**config.mk**
```make
export PLATFORM = sky130hd
export DESIGN_NAME = ofdm_rx_byte_packer
export DESIGN_NICKNAME = d
export VERILOG_FILES = /design/src/rtl/ofdm_rx_byte_packer.sv
export SDC_FILE = /design/constraint.sdc
export NUM_CORES = 1
export LEC_CHECK = 0
export CAP_MARGIN = 20
export CORE_ASPECT_RATIO = 1.1
export CORE_UTILIZATION = 30
export CTS_CLUSTER_DIAMETER = 100
export DETAILED_ROUTE_END_ITERATION = 12
export HOLD_SLACK_MARGIN = 0.02
export PLACE_DENSITY = 0.49
export SYNTH_ARGS = -nofsm -noshare
export SYNTH_HDL_FRONTEND = slang
export SYNTH_SLANG_ARGS = --single-unit
```
**constraint.sdc**
```tcl
create_clock -name sys_clk_i -period 2.6 [get_ports sys_clk_i]
set_input_delay 0.52 -clock sys_clk_i [delete_from_list [all_inputs] [get_ports sys_clk_i]]
set_output_delay 0.52 -clock sys_clk_i [all_outputs]
set_load 0.02 [all_outputs]
```
**src/rtl/ofdm_rx_byte_packer.sv**
```systemverilog
// Packs demapped QPSK dibits into bytes and buffers them in a FIFO toward the consumer.
// Define OFDM_RX_PACKER_STATS_EN to build the saturating delivered-byte counter.
module ofdm_rx_byte_packer #(
    parameter int unsigned fifo_depth_g = 16
) (
    input  logic                            sys_clk_i,
    input  logic                            sys_rst_i,
    input  logic                            sys_init_i,
    input  logic [1:0]                      rx_rcv_data_i,
    input  logic                            rx_rcv_data_valid_i,
    input  logic                            rx_symbols_start_i,
    output logic [7:0]                      byte_data_o,
    output logic                            byte_valid_o,
    input  logic                            byte_ready_i,
    output logic [$clog2(fifo_depth_g):0]   fifo_level_o,
    output logic                            overflow_o,
    output logic                            align_err_o,
    output logic [15:0]                     byte_count_o
);

    localparam int unsigned PtrW = $clog2(fifo_depth_g);
    localparam int unsigned LvlW = PtrW + 1;
    localparam logic [LvlW-1:0] FullLevel = LvlW'(fifo_depth_g);

    // Packer state: shift_q holds byte bits 7:2 while the byte is being assembled
    logic [1:0]      dib_cnt_q, dib_cnt_d;
    logic [5:0]      shift_q, shift_d;
    logic            push;
    logic            align_set;
    logic [7:0]      push_byte;

    // FIFO state
    logic [7:0]      mem_q [fifo_depth_g];
    logic [PtrW-1:0] wr_ptr_q, wr_ptr_d;
    logic [PtrW-1:0] rd_ptr_q, rd_ptr_d;
    logic [LvlW-1:0] level_q, level_d;
    logic [7:0]      byte_data_q, byte_data_d;
    logic            byte_valid_q, byte_valid_d;
    logic            overflow_q, overflow_d;
    logic            align_err_q, align_err_d;
    logic            pop;
    logic            full;
    logic            wr_en;
    logic            head_avail;

    always_comb begin
        dib_cnt_d = dib_cnt_q;
        shift_d   = shift_q;
        push      = 1'b0;
        align_set = 1'b0;
        push_byte = {shift_q, rx_rcv_data_i};
        if (rx_rcv_data_valid_i) begin
            if (rx_symbols_start_i && (dib_cnt_q != 2'd0)) begin
                // Symbol boundary inside a byte: restart assembly with this dibit
                align_set = 1'b1;
                shift_d   = {rx_rcv_data_i, 4'b0000};
                dib_cnt_d = 2'd1;
            end else begin
                unique case (dib_cnt_q)
                    2'd0: shift_d = {rx_rcv_data_i, 4'b0000};
                    2'd1: shift_d[3:2] = rx_rcv_data_i;
                    2'd2: shift_d[1:0] = rx_rcv_data_i;
                    2'd3: push = 1'b1;
                    default: ;
                endcase
                dib_cnt_d = dib_cnt_q + 2'd1;
            end
        end
    end

    always_comb begin
        pop        = byte_valid_q & byte_ready_i;
        full       = (level_q == FullLevel);
        wr_en      = push & (~full | pop);
        rd_ptr_d   = rd_ptr_q + PtrW'(pop);
        wr_ptr_d   = wr_ptr_q + PtrW'(wr_en);
        level_d    = level_q + LvlW'(wr_en) - LvlW'(pop);
        overflow_d = overflow_q | (push & full & ~pop);
        align_err_d = align_err_q | align_set;
        // Head register sees only entries written before this edge, giving one cycle of latency
        head_avail   = pop ? (level_q > LvlW'(1)) : (level_q != '0);
        byte_valid_d = head_avail;
        byte_data_d  = byte_data_q;
        if (head_avail) begin
            byte_data_d = mem_q[rd_ptr_d];
        end
    end

    always_ff @(posedge sys_clk_i) begin
        if (sys_rst_i) begin
            dib_cnt_q    <= '0;
            shift_q      <= '0;
            wr_ptr_q     <= '0;
            rd_ptr_q     <= '0;
            level_q      <= '0;
            byte_data_q  <= '0;
            byte_valid_q <= 1'b0;
            overflow_q   <= 1'b0;
            align_err_q  <= 1'b0;
        end else if (sys_init_i) begin
            dib_cnt_q    <= '0;
            wr_ptr_q     <= '0;
            rd_ptr_q     <= '0;
            level_q      <= '0;
            byte_valid_q <= 1'b0;
            overflow_q   <= 1'b0;
            align_err_q  <= 1'b0;
        end else begin
            dib_cnt_q    <= dib_cnt_d;
            shift_q      <= shift_d;
            wr_ptr_q     <= wr_ptr_d;
            rd_ptr_q     <= rd_ptr_d;
            level_q      <= level_d;
            byte_data_q  <= byte_data_d;
            byte_valid_q <= byte_valid_d;
            overflow_q   <= overflow_d;
            align_err_q  <= align_err_d;
        end
    end

    always_ff @(posedge sys_clk_i) begin
        if (wr_en && !sys_rst_i && !sys_init_i) begin
            mem_q[wr_ptr_q] <= push_byte;
        end
    end

    assign byte_data_o  = byte_data_q;
    assign byte_valid_o = byte_valid_q;
    assign fifo_level_o = level_q;
    assign overflow_o   = overflow_q;
    assign align_err_o  = align_err_q;

`ifdef OFDM_RX_PACKER_STATS_EN
    logic [15:0] byte_count_q;

    always_ff @(posedge sys_clk_i) begin
        if (sys_rst_i || sys_init_i) begin
            byte_count_q <= '0;
        end else if (pop && (byte_count_q != 16'hFFFF)) begin
            byte_count_q <= byte_count_q + 16'd1;
        end
    end

    assign byte_count_o = byte_count_q;
`else
    assign byte_count_o = '0;
`endif

endmodule

```
==> results.toml, run 1 <==
[global_routing]
grt_max_degree = 25
grt_use_total_pct = 13.2
overflow = 0
grt_pass1_vias = 3729
grt_pass1_wl_um = 21700
antenna_found_initial = 0

[clock_network]
cts_hold_buffers = 0
clk_pin_slew_ps = 70
cts_buffers = 17
cts_max_level = 4
cts_root_buffer = "clkbuf_16"
cts_tree = "done"
clkLatencyLatePin_ps = 420
ctsLongestPathBuffers = 2
clock-sinks = 160

[routing]
dr.pass1.iters = 4
first_iter_violations = 224
wl_per_cell_um = 17.2
route.detailed.drc = 0
ant_nets = 0
vias = 3653
routed_wl_um = 13900
routed_via_density = 4.52

[timing]
min_period_ps = 2430
drv_slew = 0
setup_viol = 0
tightest_slew_ps = 653
min_period_over_period_pct = 93.5
hold_viol = 0
fmax_ghz = 0.411
rsz0062_at_grt = "false"
skew_ps = 9.71
slew_headroom_pct = 56.4
fin_setup_tns_ps = 0

[cells_and_area]
fillers = 2058
diodes = 0
synthToLayoutAreaGrowth_pct = 23.4
layout-drive-gt1-share_pct = 23.5
regArea_um2 = 4490
multi_input_area_um2 = 2110
nets = 526

[synthesis]
synth_top_area_cell = "edfxtp_1"
synthArstFlopShare_pct = 0
ys_dominant_reg_cell = "edfxtp_1"
synth.avg_cell_area_um2 = 15.9
post-synth-top-count-cell = "edfxtp_1"
synth_commonest_cells = "128 x edfxtp_1, 62 x mux2i_1, 32 x dfxtp_1, 25 x nor2_1, 22 x buf_4"
synth.area.top_cells = "edfxtp_1 57%, dfxtp_1 9.5%, mux2i_1 9.2%"
ys_warn_count = 0
synth-seq-cells = 160
syn_inst = 424
seq_area_frac_synth_pct = 66.7
yosysTopAreaCellShare_pct = 57.1
netlist_area_um2 = 6730
ys_types = 44
synth_enable_flop_cells = 128

[power]
ir_drop_mv = 0.416
power_uw = 5300
leakage_uw = 0.00283
p_per_area_nw_per_um2 = 638

[job]
maxCapViolCount = 0

[critical_path]
path_max_fanout = 3
setup.worst_path.end_class = "flop"
critPathArrivalTime_ps = 2740
crit_path_start_kind = "flop"
required_ps = 2900
criticalPathCategory = "flop to flop"

[place]
gp_congestion = 0.730
port_buffers = 23
dp_hpwl_um = 9590

[die]
num_rows = 57
die_y_um = 159
coreArea_um2 = 22000
start_util_pct = 30.5
die_w_um = 145
io-pin-count = 40
die_area_um2 = 23000

[run_status]
status = "finished clean"

[min_path]
hold_class = "flop to flop"
[cell families (layout without fill, tap and decap cells)]
logic type	Yosys count	after routing	share of synthesized area, %
other cells	1	16	0.0558
compound gates	29	29	3.07
fa+ha+maj	17	17	3.27
mux	81	81	15.4
buf+inv	47	122	4.00
xor+xnor	8	8	1.15
flops	160	160	66.7
simple gates	81	81	6.42
[path summary, 6_finish.rpt]
path / startpoint / endpoint / slack (ps) / cells after the start
hold reg to reg: byte_data_o[6]$_SDFFE_PP0P_ / byte_data_o[6]$_SDFFE_PP0P_ / 460 / 1
setup / recovery: fifo_level_o[2]$_SDFF_PP0_ / fifo_level_o[4]$_SDFF_PP0_ / 170 / 14
setup reg to reg: fifo_level_o[2]$_SDFF_PP0_ / fifo_level_o[4]$_SDFF_PP0_ / 170 / 14
hold / removal: byte_data_o[6]$_SDFFE_PP0P_ / byte_data_o[6]$_SDFFE_PP0P_ / 460 / 1
[power breakdown]
group	switching (µW)	internal (µW)	leakage [µW]
logic	64.3	30.2	0.00103
registers	10.6	2750	0.00152
clock network	1020	1430	0.000280
total	1090	4200	0.00283
[routing by layer]
layer	GRT usage [%]	part of all wire, %	vias to the layer above
li1	-	-	1752
met1	16.7	42	1803
met2	22.1	51	83
met3	3.10	5.5	15
met4	4.16	1.4	0
met5	0	0	-
[registers in the layout (all words and copies together), names as in the netlist, 2 cells and up]
register      count
dib_cnt_q         2
wr_ptr_q          4
byte_data_o       8
shift_q           6
fifo_level_o      5
rd_ptr_q          4
mem_q           128
[stage by stage]
stage	area (µm²)	cells	hold slack [ps]	util, %	worst slack [ps]
final	8300	809	463	37.7	168
after global routing	8300	809	500	37.7	22.4
after CTS	8220	805	469	37.3	49.3
after detailed placement	7640	773	458	34.7	-495
after global placement	7640	773	460	34.7	-481
after floorplan	6810	439	490	-	10.2
[repair_timing]
action                     CTS  global route
hold endpoints to repair     0             0
setup endpoints to repair    4             2
buffers inserted             0             4
pin swaps                    0             5
resized for setup            2            14
[worst max-delay path, stage by stage, from the launching register on]
cell and delay (ps):
dfxtp_4 360, inv_4 60, ha_4 130, nand4bb_1 140
o2111a_2 310, inv_2 70, ha_4 180, inv_1 50
ha_2 160, inv_1 50, fa_2 360, o21bai_1 160
a21oi_1 90, xnor2_1 150, nor2_1 50
[cells in the final DEF (no fill, tap or decap), types with 3 or more instances in the layout]
cell / n
clkdlybuf4s50_1: 22
edfxtp_1: 128
clkinvlp_4: 3
buf_12: 5
inv_1: 9
ha_4: 4
dfxtp_1: 31
conb_1: 16
clkbuf_16: 17
nand2_1: 5
a211o_1: 7
inv_6: 4
buf_4: 49
mux4_2: 15
xnor2_1: 5
and2_1: 5
inv_2: 3
a21oi_1: 8
or2_2: 3
o21ai_0: 3
nor3_1: 6
nand4_1: 4
ha_1: 11
nand2b_1: 4
nand3_1: 5
mux2i_1: 62
nor4_1: 15
nor2_1: 25
[area by class of cell]
class	count	share of cell area [%]
clock buffer	17	5.12
sequential	160	54.1
inverter	13	0.618
timing repair buffer	77	8.39
multi-input combinational	232	25.4
tap	295	4.45
clock inverter	15	1.93
No activity file was read; power rests on OpenSTA's default activity.
==> inputs of run 2 (changes only) <==
Settings changed: CTS_CLUSTER_SIZE set to 10, PLACE_DENSITY 0.49 to 0.48.
==> results.toml, run 2 (synthesis results as in run 1) <==
[power]
power_uw = 5150
ir_drop_mv = 0.422
p_per_area_nw_per_um2 = 627
leakage_uw = 0.00276

[routing]
ant_nets = 0
routed_via_density = 4.64
first_iter_violations = 215
routed_wl_um = 14300
route.detailed.drc = 0
dr.pass1.iters = 4
wl_per_cell_um = 17.9
vias = 3706

[critical_path]
path_max_fanout = 7
criticalPathCategory = "input port to flop"
ff2ff_setup_slack_ps = 160
setup.worst_path.end_class = "flop"
required_ps = 2900
crit_path_start_kind = "input port"
crit_path_start = "byte_ready_i"
critPathArrivalTime_ps = 2860
timing.rr.start = "fifo_level_o[2]$_SDFF_PP0_"

[cells_and_area]
top_register = "mem_q"
diodes = 0
mostFrequentLayoutCell = "edfxtp_1"
fillers = 2050
final_util_pct = 37.3
nets = 517
largest_reg_flops = 128
final_cell_area_um2 = 8220
layout-drive-gt1-share_pct = 22.6
synthToLayoutAreaGrowth_pct = 22.2
layout_common_cells = "128 x edfxtp_1, 62 x mux2i_1, 41 x buf_4"

[timing]
slew_headroom_pct = 53.2
rsz0062_at_grt = "true"
skew_ps = 8.47
setup_viol = 0
min_period_over_period_pct = 98.3
drv_slew = 0
hold_viol = 0
timing.final.ws_setup_ps = 44.2
timing.hold.ws_ps = 475
tightest_slew_ps = 701
min_period_ps = 2560
fmax_ghz = 0.391

[die]
die_area_um2 = 23000
start_util_pct = 30.5
coreArea_um2 = 22000
die_w_um = 145
die_y_um = 159
num_rows = 57
io-pin-count = 40

[global_routing]
grt_pass1_vias = 3714
overflow = 0
grt_max_degree = 24
antenna_found_initial = 0
grt_pass1_wl_um = 21800
grt_use_total_pct = 13.2

[clock_network]
ctsLongestPathBuffers = 2
cts_tree = "done"
cts_max_level = 4
clkLatencyLatePin_ps = 420
cts_root_buffer = "clkbuf_16"
clock-sinks = 160
cts_buffers = 17
clk_pin_slew_ps = 60
postCtsSetupBuffers = 0

[run_status]
status = "finished clean"

[place]
placed_area_um2 = 7590
placement.setup.worst_slack_ps = -505
port_buffers = 23
gp_congestion = 0.737
dp_hpwl_um = 9550

[job]
maxCapViolCount = 0

[min_path]
hold_class = "flop to flop"
hp-start = "byte_data_o[4]$_SDFFE_PP0P_"
[run 2: repair_timing]
item | in CTS | in global routing
pin swaps | 0 | 1
setup endpoints to repair | 2 | 10
hold buffers | 0 | 0
hold endpoints to repair | 0 | 0
resized for setup | 2 | 16
[run 2: final timing paths]
check / cells after the start / end
worst min register to register: 1 / byte_data_o[4]$_SDFFE_PP0P_
worst min-delay path: 1 / byte_data_o[4]$_SDFFE_PP0P_
worst max-delay path: 7 / byte_data_o[5]$_SDFFE_PP0P_
worst max register to register: 14 / fifo_level_o[4]$_SDFF_PP0_
[run 2: final cells by class]
| class | count | area, µm² | share of cell area (%) |
|---|---|---|---|
| sequential | 160 | 4490 | 54.6 |
| multi-input combinational | 232 | 2150 | 26.2 |
| timing repair buffer | 68 | 618 | 7.52 |
| clock buffer | 18 | 429 | 5.22 |
| tap | 295 | 369 | 4.49 |
| clock inverter | 13 | 116 | 1.42 |
| inverter | 13 | 48.8 | 0.594 |
[run 2: stage by stage]
stage / cells / setup TNS [ps]
2_1_floorplan: 439 / 0
3_3_place_gp: 768 / -4320
3_5_place_dp: 768 / -4450
4_1_cts: 799 / 0
5_1_grt: 799 / -76.3
6_report: 799 / 0
[run 2: critical path, stage by stage]
cell and delay [ps]:
clkdlybuf4s50_1 420, and2_4 150, ha_1 220, ha_4 370, mux4_1 570, mux2_2 270
a221o_1 340
[run 2: power by group]
group / switching [µW] / total, µW / leakage [µW] / internal (µW)
Combinational: 66.6 / 97.3 / 0.000994 / 30.7
Clock: 988 / 2300 / 0.000250 / 1310
Sequential: 11.3 / 2760 / 0.00152 / 2750
[run 2: layer usage]
layer	up-vias	wire length, µm	global-route usage (%)
li1	1736	-	-
met1	1860	6340	17.0
met2	98	7220	22.0
met3	12	579	2.65
met4	0	188	4.50
met5	-	0	0
==> inputs of run 3 (changes only) <==
Settings changed: CORE_UTILIZATION 30 to 35, PLACE_DENSITY 0.48 to 0.54.
==> results.toml, run 3 (synthesis results as in run 1) <==
[run_status]
status = "finished clean"

[power]
leakage_uw = 0.00285
switching_share_pct = 19.2
p_sw_uw = 1060
p_clk_share_pct = 48.5
p_per_area_nw_per_um2 = 672
pwr-share-seq_pct = 49.8
power_uw = 5540
internal_power_uw = 4470
p_comb_share_pct = 1.7
ir_drop_mv = 0.456

[critical_path]
r2r_cells = 14
path_max_fanout = 3
required_ps = 2910
r2r_end = "fifo_level_o[4]$_SDFF_PP0_"
timing.rr.start = "fifo_level_o[2]$_SDFF_PP0_"
critPathArrivalTime_ps = 2740
criticalPathCategory = "flop to flop"
setup.worst_path.end_class = "flop"
crit_path_start_kind = "flop"
crit_path_start = "fifo_level_o[2]$_SDFF_PP0_"
ff2ff_setup_slack_ps = 170

[place]
placement.setup.worst_slack_ps = -478
gp_congestion = 0.752
dp_hpwl_um = 9010
port_buffers = 23
placed_area_um2 = 7540

[global_routing]
antenna_found_initial = 0
grt_max_degree = 24
overflow = 0
grt_use_total_pct = 15.0
grt_pass1_vias = 3772
grt_pass1_wl_um = 21200

[cells_and_area]
mostFrequentLayoutCell = "edfxtp_1"
final_cell_area_um2 = 8240
diodes = 0
final_util_pct = 44.3
top_register = "mem_q"
synthToLayoutAreaGrowth_pct = 22.5
nets = 520
layout_common_cells = "128 x edfxtp_1, 62 x mux2i_1, 42 x buf_4"
fillers = 1657
layout-drive-gt1-share_pct = 21.9
largest_reg_flops = 128

[timing]
fin_setup_tns_ps = 0
min_period_ps = 2430
hold_viol = 0
timing.final.ws_setup_ps = 173
min_period_over_period_pct = 93.4
rsz0062_at_grt = "false"
drv_slew = 0
fmax_ghz = 0.412
slew_headroom_pct = 56.2
tightest_slew_ps = 656
setup_viol = 0
skew_ps = 8.21

[routing]
route.detailed.drc = 0
vias = 3678
routed_via_density = 4.90
wl_per_cell_um = 18.1
routed_wl_um = 13600
first_iter_violations = 367
ant_nets = 0
dr.pass1.iters = 4

[clock_network]
cts_buffers = 17
clkLatencyLatePin_ps = 430
cts_max_level = 4
cts_tree = "done"
clock-sinks = 160
cts_hold_buffers = 0
cts_root_buffer = "clkbuf_16"
ctsLongestPathBuffers = 2
clk_pin_slew_ps = 60

[die]
num_rows = 52
die_area_um2 = 19800
coreArea_um2 = 18600
start_util_pct = 36.1
die_y_um = 147
die_w_um = 134
io-pin-count = 40

[min_path]
hp-start = "byte_data_o[0]$_SDFFE_PP0P_"
worstHoldPathCells = 1
hold_class = "flop to flop"
holdPathEnd = "byte_data_o[0]$_SDFFE_PP0P_"

[job]
maxCapViolCount = 0
[run 3: cell types whose count changed in the layout (fill, tap and decap cells not counted), sizes merged]
| cell | before | now |
|---|---|---|
| clkinv | 5 | 8 |
| clkbuf | 18 | 17 |
| dlymetal6s2s | 0 | 1 |
| clkinvlp | 5 | 1 |
| bufinv | 1 | 5 |
| inv | 15 | 14 |
| clkdlybuf4s50 | 23 | 22 |
| buf | 45 | 48 |
[run 3: worst max path at each step]
stage | cells after the start | end | slack, ps
2_1_floorplan | 8 | byte_data_o[5]$_SDFFE_PP0P_ | 10
6_report | 14 | fifo_level_o[4]$_SDFF_PP0_ | 170
3_5_place_dp | 9 | byte_data_o[2]$_SDFFE_PP0P_ | -480
4_1_cts | 7 | byte_data_o[5]$_SDFFE_PP0P_ | 20
5_1_grt | 14 | fifo_level_o[4]$_SDFF_PP0_ | 4
3_3_place_gp | 9 | byte_data_o[2]$_SDFFE_PP0P_ | -450
[run 3: cell type report]
cell class                 instances  area (µm²)  area share, %
multi-input combinational        232        2090           25.4
timing repair buffer              71         668           8.11
clock inverter                    15         216           2.63
sequential                       160        4490           54.4
clock buffer                      17         425           5.16
tap                              243         304           3.69
inverter                          13        48.8          0.592
[run 3: power by group through the flow]
stage | sequential (µW) | combinational, µW | clock (µW)
6_report | 2760 | 93.9 | 2690
5_1_grt | 2760 | 103 | 2850
4_1_cts | 2760 | 92.5 | 2740
3_5_place_dp | 2810 | 92.0 | 0
3_3_place_gp | 2810 | 90.7 | 0
2_1_floorplan | 2810 | 66.1 | 0
[run 3: timing repair]
item,CTS,global route
cloned,0,0
resized for setup,3,6
pin swaps,1,0
endpoints found under the setup margin,4,9
setup buffers,1,0
[run 3: through the flow]
stage | cells | hold WS (ps)
floorplan | 439 | 490
detailed placement | 718 | 458
global route | 751 | 491
global placement | 718 | 458
CTS | 751 | 475
finish | 751 | 469
[run 3: metal layers]
| layer | wire length, µm | track usage, % | part of all wire (%) | vias up |
|---|---|---|---|---|
| li1 | - | - | - | 1745 |
| met1 | 5870 | 18.2 | 43 | 1832 |
| met2 | 6870 | 25.2 | 51 | 86 |
| met3 | 631 | 3.81 | 4.6 | 15 |
| met4 | 221 | 6.46 | 1.6 | 0 |
| met5 | 0 | 0 | 0 | - |
[run 3: critical path, stage by stage, from the launching register on]
cell and delay, ps:
dfxtp_2 330, inv_1 90, ha_1 190, nand4bb_1 140, o2111a_2 280, inv_1 50, ha_1 220, inv_1 60
ha_1 150, inv_1 50, fa_2 340, o21bai_1 130, a21oi_1 90, xnor2_1 130, nor2_1 50
